## src/rtl/pipe_pkg.sv

```systemverilog
// Shared types and constants for the pipeline hazard/forwarding controller.
package pipe_pkg;

  localparam int STG_IF  = 0;
  localparam int STG_ID  = 1;
  localparam int STG_EX  = 2;
  localparam int STG_MEM = 3;

  localparam int FWD_REGFILE = 0;

  // Must equal the REG_ADDR_W the controller is built with.
  localparam int META_RD_W = 5;

  typedef struct packed {
    logic                 valid;
    logic [META_RD_W-1:0] rd;
    logic                 rd_we;
    logic                 is_load;
  } stage_meta_t;

endpackage

```

## src/rtl/pipe_meta_stage.sv

```systemverilog
// One slot of the shadow pipeline: holds the metadata of the instruction in a stage.
module pipe_meta_stage
  import pipe_pkg::*;
(
  input  logic        clk,
  input  logic        rst_n,
  input  logic        load,
  input  logic        bubble,
  input  stage_meta_t next_meta,
  output stage_meta_t meta_r
);

  // Bubble wins over load so a squashed slot never carries stale metadata.
  always_ff @(posedge clk or negedge rst_n) begin
    if (!rst_n) begin
      meta_r <= '0;
    end else if (bubble) begin
      meta_r <= '0;
    end else if (load) begin
      meta_r <= next_meta;
    end else begin
      meta_r <= meta_r;
    end
  end

endmodule

```

## src/rtl/pipe_hazard_ctrl.sv

```systemverilog
// Load-use/control hazard detection and EX operand forwarding for the in-order pipeline.
// Optional performance counters are built when PIPE_PERF_EN is defined.
module pipe_hazard_ctrl
  import pipe_pkg::*;
#(
  parameter  int NUM_STAGES = 5,
  parameter  int REG_ADDR_W = 5,
  localparam int FWD_W      = $clog2(NUM_STAGES - 2)
) (
  input  logic                  clk,
  input  logic                  rst_n,
  input  logic                  id_valid,
  input  logic [REG_ADDR_W-1:0] id_rs1,
  input  logic [REG_ADDR_W-1:0] id_rs2,
  input  logic                  id_uses_rs1,
  input  logic                  id_uses_rs2,
  input  logic [REG_ADDR_W-1:0] id_rd,
  input  logic                  id_rd_we,
  input  logic                  id_is_load,
  input  logic                  ex_redirect,
  output logic                  stall_if,
  output logic                  stall_id,
  output logic                  flush_id,
  output logic                  flush_ex,
  output logic [FWD_W-1:0]      fwd_sel_rs1,
  output logic [FWD_W-1:0]      fwd_sel_rs2,
  output logic [31:0]           perf_stall_cnt,
  output logic [31:0]           perf_flush_cnt
);

  localparam int NUM_META = NUM_STAGES - STG_EX;

  stage_meta_t           meta_r      [NUM_META];
  stage_meta_t           next_meta_s [NUM_META];
  logic [NUM_META-1:0]   bubble_s;
  logic                  luh_s;
  logic                  stall_s;
  logic                  ex_load_s;
  logic [REG_ADDR_W-1:0] ex_rs1_r;
  logic [REG_ADDR_W-1:0] ex_rs2_r;
  logic                  ex_uses_rs1_r;
  logic                  ex_uses_rs2_r;

  // A loaded result only exists after MEM, so a load sitting in MEM is never a source.
  function automatic logic can_fwd(stage_meta_t m, logic in_mem);
    return m.valid & m.rd_we & (m.rd != '0) & ~(in_mem & m.is_load);
  endfunction

  // Load-use detection; a redirect squashes the ID instruction so it never stalls.
  always_comb begin
    luh_s = id_valid & meta_r[0].valid & meta_r[0].is_load & (meta_r[0].rd != '0) &
            ((id_uses_rs1 & (id_rs1 == meta_r[0].rd)) |
             (id_uses_rs2 & (id_rs2 == meta_r[0].rd)));
    stall_s   = luh_s & ~ex_redirect;
    ex_load_s = id_valid & ~stall_s & ~ex_redirect;
  end

  assign stall_if = stall_s;
  assign stall_id = stall_s;
  assign flush_id = ex_redirect;
  assign flush_ex = luh_s | ex_redirect;

  for (genvar i = 0; i < NUM_META; i++) begin : g_meta
    if (i == 0) begin : g_ex
      assign next_meta_s[i] = '{valid: ex_load_s, rd: id_rd, rd_we: id_rd_we, is_load: id_is_load};
      assign bubble_s[i]    = ~ex_load_s;
    end else begin : g_post
      assign next_meta_s[i] = meta_r[i-1];
      assign bubble_s[i]    = 1'b0;
    end

    pipe_meta_stage u_stage (
      .clk       (clk),
      .rst_n     (rst_n),
      .load      (1'b1),
      .bubble    (bubble_s[i]),
      .next_meta (next_meta_s[i]),
      .meta_r    (meta_r[i])
    );
  end

  // Source-operand fields of the EX instruction; bubbles clear them so nothing forwards.
  always_ff @(posedge clk or negedge rst_n) begin
    if (!rst_n) begin
      ex_rs1_r      <= '0;
      ex_rs2_r      <= '0;
      ex_uses_rs1_r <= 1'b0;
      ex_uses_rs2_r <= 1'b0;
    end else if (ex_load_s) begin
      ex_rs1_r      <= id_rs1;
      ex_rs2_r      <= id_rs2;
      ex_uses_rs1_r <= id_uses_rs1;
      ex_uses_rs2_r <= id_uses_rs2;
    end else begin
      ex_rs1_r      <= '0;
      ex_rs2_r      <= '0;
      ex_uses_rs1_r <= 1'b0;
      ex_uses_rs2_r <= 1'b0;
    end
  end

  // Scan oldest to youngest so the youngest matching producer wins.
  always_comb begin
    fwd_sel_rs1 = FWD_W'(FWD_REGFILE);
    fwd_sel_rs2 = FWD_W'(FWD_REGFILE);
    for (int s = NUM_STAGES - 1; s >= STG_MEM; s--) begin
      if (can_fwd(meta_r[s-STG_EX], s == STG_MEM) & ex_uses_rs1_r &
          (meta_r[s-STG_EX].rd == ex_rs1_r)) begin
        fwd_sel_rs1 = FWD_W'(s - STG_EX);
      end else begin
        fwd_sel_rs1 = fwd_sel_rs1;
      end
      if (can_fwd(meta_r[s-STG_EX], s == STG_MEM) & ex_uses_rs2_r &
          (meta_r[s-STG_EX].rd == ex_rs2_r)) begin
        fwd_sel_rs2 = FWD_W'(s - STG_EX);
      end else begin
        fwd_sel_rs2 = fwd_sel_rs2;
      end
    end
  end

`ifdef PIPE_PERF_EN
  logic [31:0] stall_cnt_r;
  logic [31:0] flush_cnt_r;

  // Free-running event counters, wrapping modulo 2^32.
  always_ff @(posedge clk or negedge rst_n) begin
    if (!rst_n) begin
      stall_cnt_r <= 32'd0;
      flush_cnt_r <= 32'd0;
    end else begin
      stall_cnt_r <= stall_s     ? stall_cnt_r + 32'd1 : stall_cnt_r;
      flush_cnt_r <= ex_redirect ? flush_cnt_r + 32'd1 : flush_cnt_r;
    end
  end

  assign perf_stall_cnt = stall_cnt_r;
  assign perf_flush_cnt = flush_cnt_r;
`else
  assign perf_stall_cnt = 32'd0;
  assign perf_flush_cnt = 32'd0;
`endif

endmodule

```

## config.mk

```make
export PLATFORM = sky130hd
export DESIGN_NAME = pipe_hazard_ctrl
export DESIGN_NICKNAME = d
export VERILOG_FILES = /design/src/rtl/pipe_pkg.sv /design/src/rtl/pipe_meta_stage.sv /design/src/rtl/pipe_hazard_ctrl.sv
export SDC_FILE = /design/constraint.sdc
export NUM_CORES = 1
export LEC_CHECK = 0
export CAP_MARGIN = 5
export CORE_UTILIZATION = 42
export CTS_BUF_LIST = sky130_fd_sc_hd__clkbuf_8
export DETAILED_ROUTE_END_ITERATION = 8
export PLACE_DENSITY = 0.82
export SYNTH_ARGS = -nofsm -noshare
export SYNTH_HDL_FRONTEND = slang
export SYNTH_SLANG_ARGS = --single-unit
```

## constraint.sdc

```tcl
create_clock -name clk -period 1.83 [get_ports clk]
set_input_delay 0.366 -clock clk [delete_from_list [all_inputs] [get_ports clk]]
set_output_delay 0.366 -clock clk [all_outputs]
set_load 0.05 [all_outputs]
```

==> results.txt <==
----------------------------------------------------
[Status]
  Outcome ... complete, but fails checks
  Failing checks ... DRC, setup timing

[Route]
  Routed via count ... 1,323
  First-pass DRT Iterations ... 8
  DRT iter0 DRCs ... 35
  Detailed-route wire length per cell ... 11.7 um
  Final wirelength ... ~3600 um
  Number of vias per cell ... between 4 and 5
  Count of antenna-violating nets left after detailed routing ... 0
  Remaining DRCs ... 2

[Finish]
  Fin util ... 55.1%
  Layout cell share with drive strength beyond 1 ... 19.7%
  Area added between synthesis and finish ... 22.3%
  Net count of the finished layout ... 276
  Post-route cell area ... roughly 2500 sq um
  Number of antenna diodes ... 0

[STA]
  Clock period minus worst slack ... about 2.3 ns
  Setup-violating endpoint count in the final report ... 7
  Final hold vios ... 0
  Total count of max-transition violations in the final report ... 0
  Unrepaired setup endpoints after global routing ... yes
  Worst hold slack ... 0.353 ns
  Final worst path period share ... 124%
  Final worst-path setup slack ... -0.438 ns
  FMAX ... approximately 440 MHz
  Clock skew after layout ... 0.00511 ns

[Min path]
  Worst min-delay path startpoint ... g_meta[0].u_stage.meta_r[1]$_DFF_PN0_
  Worst hold path stage count ... 0
  Hold-critical path endpoint ... g_meta[1].u_stage.meta_r[1]$_DFF_PN0_
  Worst hold path type ... reg -> reg

[Pwr]
  Net load switching power ... a little under 700 uW
  LEAKAGE ... 0.00123 uW
  Proportion of power drawn by combinational gates ... between 20% and 30%
  Relative contribution of sequential cells to total power ... between 40% and 50%
  Switching Fraction ... between 30% and 40%
  Largest voltage drop on the vdd net ... 0.438 mV
  Power after layout ... 1860 uW
  P_int ... around 1200 uW
  Power Density ... about 760 nW/um^2
  Clk network pwr share ... 28.1%

[Worst setup path]
  Sort of element at the end of the critical path ... output pin
  Depth of the worst register-to-register path ... 6
  Required time of the critical path ... 1.46 ns
  Capture instance of the worst register-to-register path ... ex_rs2_r[2]$_DFF_PN0_
  Startpoint of the worst register-to-register path ... g_meta[0].u_stage.meta_r[3]$_DFF_PN0_
  Worst Path Max Fanout ... 2
  Arrival time at the worst endpoint ... ~1.9 ns
  Element type at the critical path start ... flip-flop
  Category of the most critical setup path ... reg -> out
  Register-to-register path setup slack ... about 0.35 ns

[Floorplan]
  DIE HEIGHT ... 71.3 um
  Area of the die ... approximately 5100 sq um
  Placeable core area ... approximately 4500 sq um
  Floorplan row count ... 24
  Number of top-level pins ... 95
  X dimension of the die ... ~71 um
  Initial cell density of the core ... between 40% and 50%

[Synth]
  Average cell area after synthesis ... just under 10 sq um
  Leading cell type by number of instances after synthesis ... sky130_fd_sc_hd__buf_4
  Synthesized cell area ... 2020 sq um
  Mapped Cells ... 206
  Most common library cells after synthesis ... 66 x sky130_fd_sc_hd__buf_4, 35 x sky130_fd_sc_hd__dfrtp_1, 23 x sky130_fd_sc_hd__nand2_1
  Yosys warning count ... 0
  Post-synthesis register bit count ... 35
  Synth top area cells ... sky130_fd_sc_hd__dfrtp_1 43%, sky130_fd_sc_hd__buf_4 25%, sky130_fd_sc_hd__xnor2_1 9.5%, sky130_fd_sc_hd__a21oi_1 5.0%, sky130_fd_sc_hd__nand2_1 4.3%
  Sequential fraction of the synthesis area ... 43.4%
  Synth area leader ... sky130_fd_sc_hd__dfrtp_1
  Number of enable-type register cells in the synthesized netlist ... 0
  Ys async rst share ... 100%
  Dominant register cell in the synthesized netlist ... sky130_fd_sc_hd__dfrtp_1
  Portion of synthesized cell area occupied by the leading cell type ... 43.4%
  Number of library cell types mapped by synthesis ... 24

[Clock tree]
  Worst-Skew Late Latency ... between 0.2 and 0.3 ns
  Worst-path clk slew ... about 0.070 ns
  CTS Hold Bufs ... 0
  Clk Tree Root Cell ... sky130_fd_sc_hd__clkbuf_8
  H-tree depth ... 2
  CTS tree ... built
  Number of buffers inserted during clock tree synthesis ... 5
  Number of sinks driven by the clock tree ... 35
  Clock tree buffer depth ... 2

[GRT]
  Maximum number of pins on one net before global-route repair ... 36
  GRT overflow ... 0
  Initial antenna violation count ... 0
  Vias in the first global route ... around 1,200
  Total track usage ... ~15%
  Global-route wire length before repair ... between 5000 and 6000 um

[Placement]
  GPL Wtd Cong ... 0.842
  Placement Cell Area ... 2300 sq um
  Dpl ws ... -0.348 ns
  Count of input and output buffers ... 30
  HPWL reported at the end of detailed placement ... between 2000 and 3000 um

[Run]
  MaxCap Viol Count ... 0

----------------------------------------------------
-- worst max-delay path, stage by stage, from the launching register on --
cell	delay, ns
sky130_fd_sc_hd__dfrtp_1	0.38
sky130_fd_sc_hd__or4_4	0.56
sky130_fd_sc_hd__o2111ai_4	0.26
sky130_fd_sc_hd__nor3_2	0.11
sky130_fd_sc_hd__nor3_4	0.15
sky130_fd_sc_hd__buf_12	0.16
-- power by group through the flow --
stage / registers [uW] / clock network [uW] / logic (uW)
after floorplan: 841 / 0 / 490
after global placement: 845 / 0 / 488
after detailed placement: 847 / 0 / 492
after CTS: 835 / 535 / 496
after global routing: 838 / 577 / 534
final: 834 / 524 / 504
-- timing repair --
item                                    in CTS  in global routing
cloned                                       0                  0
pin swaps                                    6                  5
setup buffers                                2                  1
endpoints found under the setup margin       7                  7
gates resized for setup                     16                  5
-- per-stage QoR --
stage / cells / TNS, ns
finish: 306 / -2.18
global route: 306 / -2.75
CTS: 305 / -2.39
detailed placement: 295 / -1.63
global placement: 295 / -1.43
floorplan: 269 / -0.641
-- placed cells by master, fill, tap and decap left out, types with 2 or more instances in the layout --
cell type,synthesis,layout
sky130_fd_sc_hd__conb_1,1,64
sky130_fd_sc_hd__dfrtp_1,35,32
sky130_fd_sc_hd__nand2_1,23,23
sky130_fd_sc_hd__a21oi_1,20,20
sky130_fd_sc_hd__buf_4,66,20
sky130_fd_sc_hd__xnor2_1,22,17
sky130_fd_sc_hd__clkdlybuf4s50_1,0,13
sky130_fd_sc_hd__dlygate4sd2_1,0,9
sky130_fd_sc_hd__xor2_1,8,8
sky130_fd_sc_hd__buf_12,0,6
sky130_fd_sc_hd__xnor2_2,0,5
sky130_fd_sc_hd__clkbuf_8,0,5
sky130_fd_sc_hd__nand4_1,4,4
sky130_fd_sc_hd__nand3_1,3,3
sky130_fd_sc_hd__nor3_4,0,3
sky130_fd_sc_hd__dfrtp_2,0,3
sky130_fd_sc_hd__inv_1,1,2
sky130_fd_sc_hd__nor4_1,2,2
-- routing by layer --
layer / GRT usage, % / wire length [um] / vias to the layer above
met5: 0 / 0 / -
met4: 7.78 / 115 / 0
met3: 5.06 / 212 / 12
met2: 25.6 / 1920 / 61
met1: 16.8 / 1330 / 617
li1: - / - / 633
-- kinds of logic (layout without fill, tap and decap cells) --
| kind of cell | count (synthesis) | after routing | share of synthesized area, % |
|---|---|---|---|
| compound gates | 25 | 25 | 7.13 |
| xor+xnor | 30 | 30 | 13.0 |
| buf+inv | 73 | 58 | 26.0 |
| flops | 35 | 35 | 43.4 |
| other cells | 1 | 64 | 0.186 |
| simple gates | 42 | 42 | 10.3 |
-- worst max path at each step --
stage                                                from              to  cells past startpoint
floorplan           g_meta[1].u_stage.meta_r[2]$_DFF_PN0_  fwd_sel_rs1[1]                      4
global placement                                id_rs2[0]        stall_if                      6
detailed placement                              id_rs2[1]        flush_ex                      7
CTS                 g_meta[1].u_stage.meta_r[2]$_DFF_PN0_  fwd_sel_rs2[1]                      5
global route        g_meta[1].u_stage.meta_r[2]$_DFF_PN0_  fwd_sel_rs1[1]                      5
finish              g_meta[1].u_stage.meta_r[2]$_DFF_PN0_  fwd_sel_rs1[1]                      5
-- flip-flops by register name, indices dropped and copies added (netlist names) --
name	cells
ex_rs1_r	5
ex_rs2_r	5
ex_uses_rs1_r	1
ex_uses_rs2_r	1
g_meta.u_stage.meta_r	23
-- area by class of cell --
type / instances / area, sq um
clock inverter: 3 / 16.3
sequential: 35 / 880
multi-input combinational: 161 / 943
fill: 388 / 2010
clock buffer: 5 / 68.8
inverter: 1 / 3.75
tap: 52 / 65.1
timing repair buffer: 49 / 490
(Power assumes the default switching activity.)
